==> src/rtl/hazard_pkg.sv <==
// Shared types and constants for the hazard control unit.
package hazard_pkg;

  localparam int REG_AW_DEF   = 5;
  localparam int LOAD_LAT_MAX = 4;

  typedef enum logic [1:0] {
    HZ_RUN      = 2'd0,
    HZ_LU_HOLD  = 2'd1,
    HZ_MEM_WAIT = 2'd2
  } hz_state_e;

endpackage

==> src/rtl/hazard_ctrl_unit_if.sv <==
// Pipeline-side signal bundle for the hazard control unit.
// All signals are levels sampled every cycle: there is no valid/ready
// handshake; the unit reacts combinationally to the ID/EX/MEM inputs in the
// same cycle and the pipeline obeys the enables it returns.
interface hazard_ctrl_unit_if import hazard_pkg::*; #(
  parameter int REG_AW  = REG_AW_DEF,
  parameter int NUM_SRC = 2
) ();
  logic                      ex_memread_i;
  logic [REG_AW-1:0]         ex_rd_i;
  logic [NUM_SRC*REG_AW-1:0] id_rs_i;
  logic [NUM_SRC-1:0]        id_rs_used_i;
  logic                      branch_taken_i;
  logic                      mem_stall_i;
  logic                      pc_write_o;
  logic                      if_id_write_o;
  logic                      noop_o;
  logic                      if_flush_o;
  logic                      pipe_stall_o;
  logic                      busy_o;
  hz_state_e                 dbg_state_o;

  // Pipeline side: drives stage information, receives controls.
  modport master (
    output ex_memread_i, ex_rd_i, id_rs_i, id_rs_used_i, branch_taken_i, mem_stall_i,
    input  pc_write_o, if_id_write_o, noop_o, if_flush_o, pipe_stall_o, busy_o, dbg_state_o
  );

  // Hazard unit side.
  modport slave (
    input  ex_memread_i, ex_rd_i, id_rs_i, id_rs_used_i, branch_taken_i, mem_stall_i,
    output pc_write_o, if_id_write_o, noop_o, if_flush_o, pipe_stall_o, busy_o, dbg_state_o
  );
endinterface

==> src/rtl/hazard_src_cmp.sv <==
// Load-use comparator: flags when any used ID source matches a nonzero
// destination of a load sitting in EX.
module hazard_src_cmp #(
  parameter int REG_AW  = 5,
  parameter int NUM_SRC = 2
) (
  input  logic                      ex_memread_i,
  input  logic [REG_AW-1:0]         ex_rd_i,
  input  logic [NUM_SRC*REG_AW-1:0] id_rs_i,
  input  logic [NUM_SRC-1:0]        id_rs_used_i,
  output logic                      lu_hit_o
);
  logic any_match;

  // OR-reduce per-source matches; x0 is never a real dependency.
  always_comb begin
    any_match = 1'b0;
    for (int k = 0; k < NUM_SRC; k++) begin
      if (id_rs_used_i[k] && (id_rs_i[k*REG_AW +: REG_AW] == ex_rd_i)) begin
        any_match = 1'b1;
      end
    end
    lu_hit_o = ex_memread_i && (ex_rd_i != '0) && any_match;
  end
endmodule

==> src/rtl/hazard_ctrl_unit.sv <==
// Hazard control for the 5-stage pipeline: load-use bubbles (LOAD_LAT deep),
// data-memory freeze with resume, and branch IF/ID flush arbitration.
// Optional HAZARD_PERF_EN adds saturating cycle counters for bubbles,
// freezes and flushes.
module hazard_ctrl_unit import hazard_pkg::*; #(
  parameter int REG_AW   = REG_AW_DEF,
  parameter int NUM_SRC  = 2,
  parameter int LOAD_LAT = 1
) (
  input  logic               clk_i,
  input  logic               rst_i,
  hazard_ctrl_unit_if.slave  hz
`ifdef HAZARD_PERF_EN
  ,
  output logic [31:0]        lu_stall_cnt_o,
  output logic [31:0]        mem_stall_cnt_o,
  output logic [31:0]        flush_cnt_o
`endif
);
  localparam int CNT_W = $clog2(LOAD_LAT + 1);

  hz_state_e  state_q, state_d, eff_state;
  logic [CNT_W-1:0] cnt_q, cnt_d;
  logic       lu_hit;

  hazard_src_cmp #(.REG_AW(REG_AW), .NUM_SRC(NUM_SRC)) u_src_cmp (
    .ex_memread_i (hz.ex_memread_i),
    .ex_rd_i      (hz.ex_rd_i),
    .id_rs_i      (hz.id_rs_i),
    .id_rs_used_i (hz.id_rs_used_i),
    .lu_hit_o     (lu_hit)
  );

  // State and hold counter register.
  always_ff @(posedge clk_i or negedge rst_i) begin
    if (!rst_i) begin
      state_q <= HZ_RUN;
      cnt_q   <= '0;
    end else begin
      state_q <= state_d;
      cnt_q   <= cnt_d;
    end
  end

  // Next state and controls; a resume cycle out of MEM_WAIT behaves as the
  // state it resumes into, so no extra cycle is lost.
  always_comb begin
    state_d          = state_q;
    cnt_d            = cnt_q;
    hz.pc_write_o    = 1'b1;
    hz.if_id_write_o = 1'b1;
    hz.noop_o        = 1'b0;
    hz.if_flush_o    = 1'b0;
    hz.pipe_stall_o  = 1'b0;
    eff_state        = state_q;
    if (state_q == HZ_MEM_WAIT) begin
      eff_state = (cnt_q != '0) ? HZ_LU_HOLD : HZ_RUN;
    end
    if (hz.mem_stall_i) begin
      hz.pipe_stall_o  = 1'b1;
      hz.pc_write_o    = 1'b0;
      hz.if_id_write_o = 1'b0;
      state_d          = HZ_MEM_WAIT;
    end else if (eff_state == HZ_LU_HOLD) begin
      hz.pc_write_o    = 1'b0;
      hz.if_id_write_o = 1'b0;
      hz.noop_o        = 1'b1;
      if (cnt_q == CNT_W'(1)) begin
        state_d = HZ_RUN;
        cnt_d   = '0;
      end else begin
        state_d = HZ_LU_HOLD;
        cnt_d   = cnt_q - CNT_W'(1);
      end
    end else begin
      state_d = HZ_RUN;
      if (lu_hit) begin
        hz.pc_write_o    = 1'b0;
        hz.if_id_write_o = 1'b0;
        hz.noop_o        = 1'b1;
        if (LOAD_LAT > 1) begin
          state_d = HZ_LU_HOLD;
          cnt_d   = CNT_W'(LOAD_LAT - 1);
        end
      end else if (hz.branch_taken_i) begin
        hz.if_flush_o = 1'b1;
      end
    end
  end

  assign hz.busy_o      = (state_q != HZ_RUN);
  assign hz.dbg_state_o = state_q;

`ifdef HAZARD_PERF_EN
  // Saturating event counters.
  always_ff @(posedge clk_i or negedge rst_i) begin
    if (!rst_i) begin
      lu_stall_cnt_o  <= '0;
      mem_stall_cnt_o <= '0;
      flush_cnt_o     <= '0;
    end else begin
      if (hz.noop_o && (lu_stall_cnt_o != '1))        lu_stall_cnt_o  <= lu_stall_cnt_o + 32'd1;
      if (hz.pipe_stall_o && (mem_stall_cnt_o != '1)) mem_stall_cnt_o <= mem_stall_cnt_o + 32'd1;
      if (hz.if_flush_o && (flush_cnt_o != '1))       flush_cnt_o     <= flush_cnt_o + 32'd1;
    end
  end
`endif
endmodule

==> src/flat_wrapper.sv <==
// flat-port wrapper written by rule: the top's interface ports become plain ports
module hazard_ctrl_unit_flat import hazard_pkg::*;
#(
  parameter int REG_AW   = REG_AW_DEF,
  parameter int NUM_SRC  = 2,
  parameter int LOAD_LAT = 1
)
  (clk_i, rst_i, hz_ex_memread_i, hz_ex_rd_i, hz_id_rs_i, hz_id_rs_used_i, hz_branch_taken_i, hz_mem_stall_i, hz_pc_write_o, hz_if_id_write_o, hz_noop_o, hz_if_flush_o, hz_pipe_stall_o, hz_busy_o, hz_dbg_state_o);
  hazard_ctrl_unit_if #(.REG_AW(REG_AW), .NUM_SRC(NUM_SRC)) hz_i ();
  input  logic clk_i;
  input  logic rst_i;
  input wire logic [$bits(hz_i.ex_memread_i)-1:0] hz_ex_memread_i;
  input wire logic [$bits(hz_i.ex_rd_i)-1:0] hz_ex_rd_i;
  input wire logic [$bits(hz_i.id_rs_i)-1:0] hz_id_rs_i;
  input wire logic [$bits(hz_i.id_rs_used_i)-1:0] hz_id_rs_used_i;
  input wire logic [$bits(hz_i.branch_taken_i)-1:0] hz_branch_taken_i;
  input wire logic [$bits(hz_i.mem_stall_i)-1:0] hz_mem_stall_i;
  output wire logic [$bits(hz_i.pc_write_o)-1:0] hz_pc_write_o;
  output wire logic [$bits(hz_i.if_id_write_o)-1:0] hz_if_id_write_o;
  output wire logic [$bits(hz_i.noop_o)-1:0] hz_noop_o;
  output wire logic [$bits(hz_i.if_flush_o)-1:0] hz_if_flush_o;
  output wire logic [$bits(hz_i.pipe_stall_o)-1:0] hz_pipe_stall_o;
  output wire logic [$bits(hz_i.busy_o)-1:0] hz_busy_o;
  output wire logic [$bits(hz_i.dbg_state_o)-1:0] hz_dbg_state_o;
  assign hz_i.ex_memread_i = hz_ex_memread_i;
  assign hz_i.ex_rd_i = hz_ex_rd_i;
  assign hz_i.id_rs_i = hz_id_rs_i;
  assign hz_i.id_rs_used_i = hz_id_rs_used_i;
  assign hz_i.branch_taken_i = hz_branch_taken_i;
  assign hz_i.mem_stall_i = hz_mem_stall_i;
  assign hz_pc_write_o = hz_i.pc_write_o;
  assign hz_if_id_write_o = hz_i.if_id_write_o;
  assign hz_noop_o = hz_i.noop_o;
  assign hz_if_flush_o = hz_i.if_flush_o;
  assign hz_pipe_stall_o = hz_i.pipe_stall_o;
  assign hz_busy_o = hz_i.busy_o;
  assign hz_dbg_state_o = hz_i.dbg_state_o;
  hazard_ctrl_unit #(.REG_AW(REG_AW), .NUM_SRC(NUM_SRC), .LOAD_LAT(LOAD_LAT)) u_core (.clk_i(clk_i), .rst_i(rst_i), .hz(hz_i));
endmodule
==> config.mk <==
export PLATFORM = sky130hd
export DESIGN_NAME = hazard_ctrl_unit_flat
export DESIGN_NICKNAME = d
export VERILOG_FILES = /design/src/rtl/hazard_pkg.sv /design/src/rtl/hazard_ctrl_unit_if.sv /design/src/rtl/hazard_src_cmp.sv /design/src/rtl/hazard_ctrl_unit.sv /design/src/flat_wrapper.sv
export SDC_FILE = /design/constraint.sdc
export NUM_CORES = 1
export LEC_CHECK = 0
export CORE_AREA = 2 2 39 41
export DETAILED_ROUTE_END_ITERATION = 6
export DIE_AREA = 0 0 41 43
export PLACE_DENSITY_LB_ADDON = 0.15
export SYNTH_ARGS = -nofsm -noshare
export SYNTH_HDL_FRONTEND = slang
export SYNTH_SLANG_ARGS = --single-unit
==> constraint.sdc <==
create_clock -name clk_i -period 1.5 [get_ports clk_i]
set_input_delay 0.225 -clock clk_i [delete_from_list [all_inputs] [get_ports clk_i]]
set_output_delay 0.225 -clock clk_i [all_outputs]
set_load 0.005 [all_outputs]
; After elaboration in Yosys (flattened, before gate mapping)
; Index checks and enable logic that the tools add are counted.
[op_classes]
reduce_logical = 7
n_eq_ne = 4
bitwise_logic = 1
addsub = 1
n_mux = 19
[op_table]
columns = operator, n
row1 = $mux W1, 17
row2 = $eq A5 B5 Y1, 2
row3 = $reduce_bool A5 Y1, 1
row4 = $logic_and A1 B1 Y1, 4
row5 = $mux W2, 2
row6 = $eq A2 B1 Y1 const B, 1
row7 = $eq A2 B2 Y1 const B, 1
row8 = $reduce_and A2 Y1, 1
row9 = $reduce_bool A2 Y1, 1
row10 = $not A1 Y1, 1
row11 = $sub A1 B1 Y1 const B, 1
[word_totals]
regBits = 3
elab_cells = 34

; Depth between registers and ports, before layout
[depth]
word_depth = 8
ltp_mapped = 5

; Hierarchy
; Synthesis repeated with hierarchy kept, for this count alone.
[hier_totals]
cells_unflattened = 34
area_unflattened_um2 = 326.6
[by_module_without_submodules]
columns = module, instances, area_per_inst_um2, cells_per_inst, seq_area_each_um2
row1 = hazard_ctrl_unit, 1, 192.7, 17, 75.1
row2 = hazard_src_cmp, 1, 133.9, 17, 0.0

; Worst setup path after synthesis
; No wires, ideal clock.
[synth_path]
path_type = input port to output port
start = input hz_ex_rd_i[1]
end = output hz_pc_write_o
arrival_time_ns = 1.268
slack_ns = 0.007
n_path_buf = 1
cell_stages = 4
path_cell_list = or4_1 > o21a_1 > a21oi_1 > buf_4
[synth_via]
elab_chain_len = 8
word_cells_on_any_way = 12
classes_between = eq/ne (2) / mux (5) / reduce/logical (5)
[synth_lines]
columns = item, line
row1 = start: declaration, flat_wrapper.sv:13  ; input wire logic [$bits(hz_i.ex_rd_i)-1:0] hz_ex_rd_i;
row2 = $eq A5 B5 Y1, hazard_src_cmp.sv:19  ; if (id_rs_used_i[k] && (id_rs_i[k*REG_AW +: REG_AW] == ex_rd_i)) begin
row3 = $logic_and A1 B1 Y1, hazard_src_cmp.sv:19
row4 = $mux W1 (2 in a row), hazard_src_cmp.sv:19
row5 = $logic_and A1 B1 Y1 *, hazard_src_cmp.sv:23  ; lu_hit_o = ex_memread_i && (ex_rd_i != '0) && any_match;
row6 = $mux W1 * (3 in a row), -
row7 = end: declaration, flat_wrapper.sv:18  ; output wire logic [$bits(hz_i.pc_write_o)-1:0] hz_pc_write_o;
; Mark *: on every way between the ends. The rest lies on a longest branch, timed or not.

; Final worst setup path
[layout_path]
start = input hz_ex_rd_i[1]
end = output hz_if_flush_o
[layout_via]
elab_chain_len = 8
word_cells_on_any_way = 12
classes_between = eq/ne (2) / mux (5) / reduce/logical (5)
[layout_lines]
columns = item, line
row1 = $eq A5 B5 Y1, hazard_src_cmp.sv:19
row2 = $logic_and A1 B1 Y1, hazard_src_cmp.sv:19
row3 = $mux W1 (2 in a row), hazard_src_cmp.sv:19
row4 = $logic_and A1 B1 Y1 *, hazard_src_cmp.sv:23
row5 = $mux W1 *, hazard_ctrl_unit.sv:77  ; if (lu_hit) begin
row6 = $mux W1 *, hazard_ctrl_unit.sv:64  ; end else if (eff_state == HZ_LU_HOLD) begin
row7 = $mux W1 *, hazard_ctrl_unit.sv:59  ; if (hz.mem_stall_i) begin
row8 = end: declaration, flat_wrapper.sv:21  ; output wire logic [$bits(hz_i.if_flush_o)-1:0] hz_if_flush_o;
; Marked as above.

==> results.txt <==
status - finished with violations
failing checks - setup timing
Final WS setup - -0.205 ns
cells after synthesis - 39
Slew Limit Headroom - 0.893
H-Tree Depth - 1
Ys Warns - 0
P&R area growth vs syn - 153%
Switching Share - 0.256
CTS buffer count - 3
min cycle time layout - 1.71 ns
Worst-path clk slew - 0.04 ns
Fin. Hold Viols - 0
floorplan row count - 14
Top Ports - 30
Final Max Tran Viols - 0
share of the core filled with cells - 0.569
Clock power frac - 0.329
Final Setup Violations - 4
full die area - 0.00176 mm²
Switch Pwr - 107 µW
Pre-antenna DRT Iters - 4
# diodes - 0
PortBufs - 29
Avg Synthesized Cell Area - 7.99 µm²
Die Height - 43 µm
CTS tree - yes
Leak - 0.435 nW
clk root buf - clkbuf_4
Hold/Removal Path Class - in -> async
DIE WIDTH - 41 µm
DRC viols - 0
global-route wire length before repair - 1.66 mm
DP Area - 704 µm²
Mapped Area - 312 µm²
Peak VDD IR - 423 µV
startpoint class of the critical path - input pin
Sequential Area - 75.1 µm²
Max Clk Rate - 586 MHz
Critical path origin - hz_ex_rd_i[1]
WL final - 1.13 mm
initial antenna violation count - 0
required time worst endpoint - 1.27 ns
area occupied by multi-input gates - 238 µm²
Hold Slack - 0.182 ns
crit path DAT - 1.48 ns
Clock Sinks - 3
routed length per instance - 11.1 µm
kind of critical path - in -> out
Power Density - 530 mW/mm²
HPWL after DPL - 907 µm
Internal - 310 µW
Comb pwr share - 0.456
RSZ-0062 raised after global routing - true
vias in the first global route - 432
Clk Latency, worst-skew pair - 0.23 ns
Yosys top cell by area - xnor2_1
Sequential Power Share - 0.215
detailed-route via count - 445
iteration-0 DRC count of the detailed router - 7
final worst-path cycle share - 1.14
routability cong. - 0.643
largest net degree at the start of global routing - 5
Antenna Nets Post-Route - 0
Design Area, Final - 787 µm²
GRT Util Overall - 0.133
Crit Reg-Reg Startpoint - u_core.hz.dbg_state_o[0]
core area - 0.00138 mm²
share of cells above drive strength 1 - 0.395
via density per instance - 4.36
Setup TNS Final - -0.690 ns
top cells by area, synth - xnor2_1 28%, dfrtp_1 24%, a21oi_1 4.8%
Syn Nets - 61
endpoint type of the worst setup path - primary output
Max Cap Viol - 0
CTS max path bufs - 2
Worst Skew - 0.000577 ns
NumNets Final - 109
fillers - 130
critical path peak fanout - 3
CTS hold repair buffers - 0
GRT Residual Overflow - 0
Worst Tran Pin Value - 0.160 ns
post-synthesis register bit count - 3
Yosys top cell area share - 0.281
sequential-to-total area share from yosys stat - 0.241
Distinct cells, synth - 17
Initial Utilization - 0.225
## sequential cells by signal (all words and copies together), names as in the netlist
name,flops
u_core.cnt_q,1
u_core.hz.dbg_state_o,2
## worst max-delay path, stage by stage
cell and delay, ns:
buf_6 0.09, or4_4 0.51, o21a_1 0.21, buf_4 0.14
a211oi_2 0.16, buf_2 0.14
## power groups by stage
stage / Combinational, mW / Clock (mW) / Sequential (mW)
after floorplan: 0.0621 / 0 / 0.0922
after global placement: 0.184 / 0 / 0.0906
after detailed placement: 0.186 / 0 / 0.0908
after CTS: 0.187 / 0.145 / 0.0899
after global routing: 0.206 / 0.148 / 0.0905
final: 0.190 / 0.137 / 0.0899
## Yosys cell counts, drive strengths merged
library cell  number
nand4              2
nand2              3
and3               1
a21oi              3
o22ai              2
or2                1
or4                1
o21ai              1
nor2               2
a31o               1
o21a               1
inv                4
nor2b              1
buf                2
dfrtp              3
xnor2             10
a211oi             1
## layout make-up
class	instances	area share
Timing Repair Buffer	45	0.525
Multi-Input combinational cell	30	0.302
Sequential cell	3	0.0954
Clock buffer	4	0.0334
Tap cell	16	0.0254
Inverter	4	0.0191
## routing by layer
layer  global-route usage  part of all wire  up-vias
met5                    0                 0        -
met4               0.0400                 0        0
met3              0.00524             0.050        0
met2                0.228              0.52       12
met1                0.168              0.43      207
li1                     -                 -      226
## logic make-up (layout without fill, tap and decap cells)
kind of cell / after synthesis / in the layout / share of synthesized area
buf+inv: 6 / 53 / 0.0964
compound gates: 9 / 9 / 0.197
simple gates: 11 / 11 / 0.185
flops: 3 / 3 / 0.241
xor+xnor: 10 / 10 / 0.281
## cells in the final DEF (no fill, tap or decap), drive strengths merged, types with 2 or more instances in the layout
| cell | instances |
|---|---|
| a21oi | 3 |
| buf | 23 |
| clkbuf | 4 |
| clkdlybuf4s50 | 10 |
| dfrtp | 3 |
| dlygate4sd2 | 2 |
| dlymetal6s2s | 9 |
| inv | 4 |
| nand2 | 3 |
| nand4 | 2 |
| nor2 | 2 |
| o22ai | 2 |
| xnor2 | 10 |
## through the flow
stage | power, mW | instances | setup slack (ns)
floorplan | 0.154 | 39 | 0.00727
global placement | 0.274 | 95 | -0.810
detailed placement | 0.277 | 95 | -0.839
CTS | 0.422 | 102 | -0.256
global route | 0.445 | 102 | -0.255
finish | 0.417 | 102 | -0.205
## timing repair
| item | 4_1_cts | 5_1_grt |
|---|---|---|
| buffers inserted | 3 | 0 |
| setup endpoints to repair | 6 | 4 |
| pin swaps | 4 | 9 |
| resized for setup | 39 | 13 |
## path summary, 6_finish.rpt
path | endpoint | slack (ns) | cells after the start
min | u_core.cnt_q | 0.18 | 1
max in group asynchronous | u_core.hz.dbg_state_o[0] | 1.18 | 1
min in group clk_i | u_core.hz.dbg_state_o[1] | 0.40 | 2
max | hz_if_flush_o | -0.21 | 6
min reg2reg | u_core.cnt_q | 0.57 | 2
max reg2reg | u_core.cnt_q | 0.45 | 5
Power figures use the tool's default switching activity.
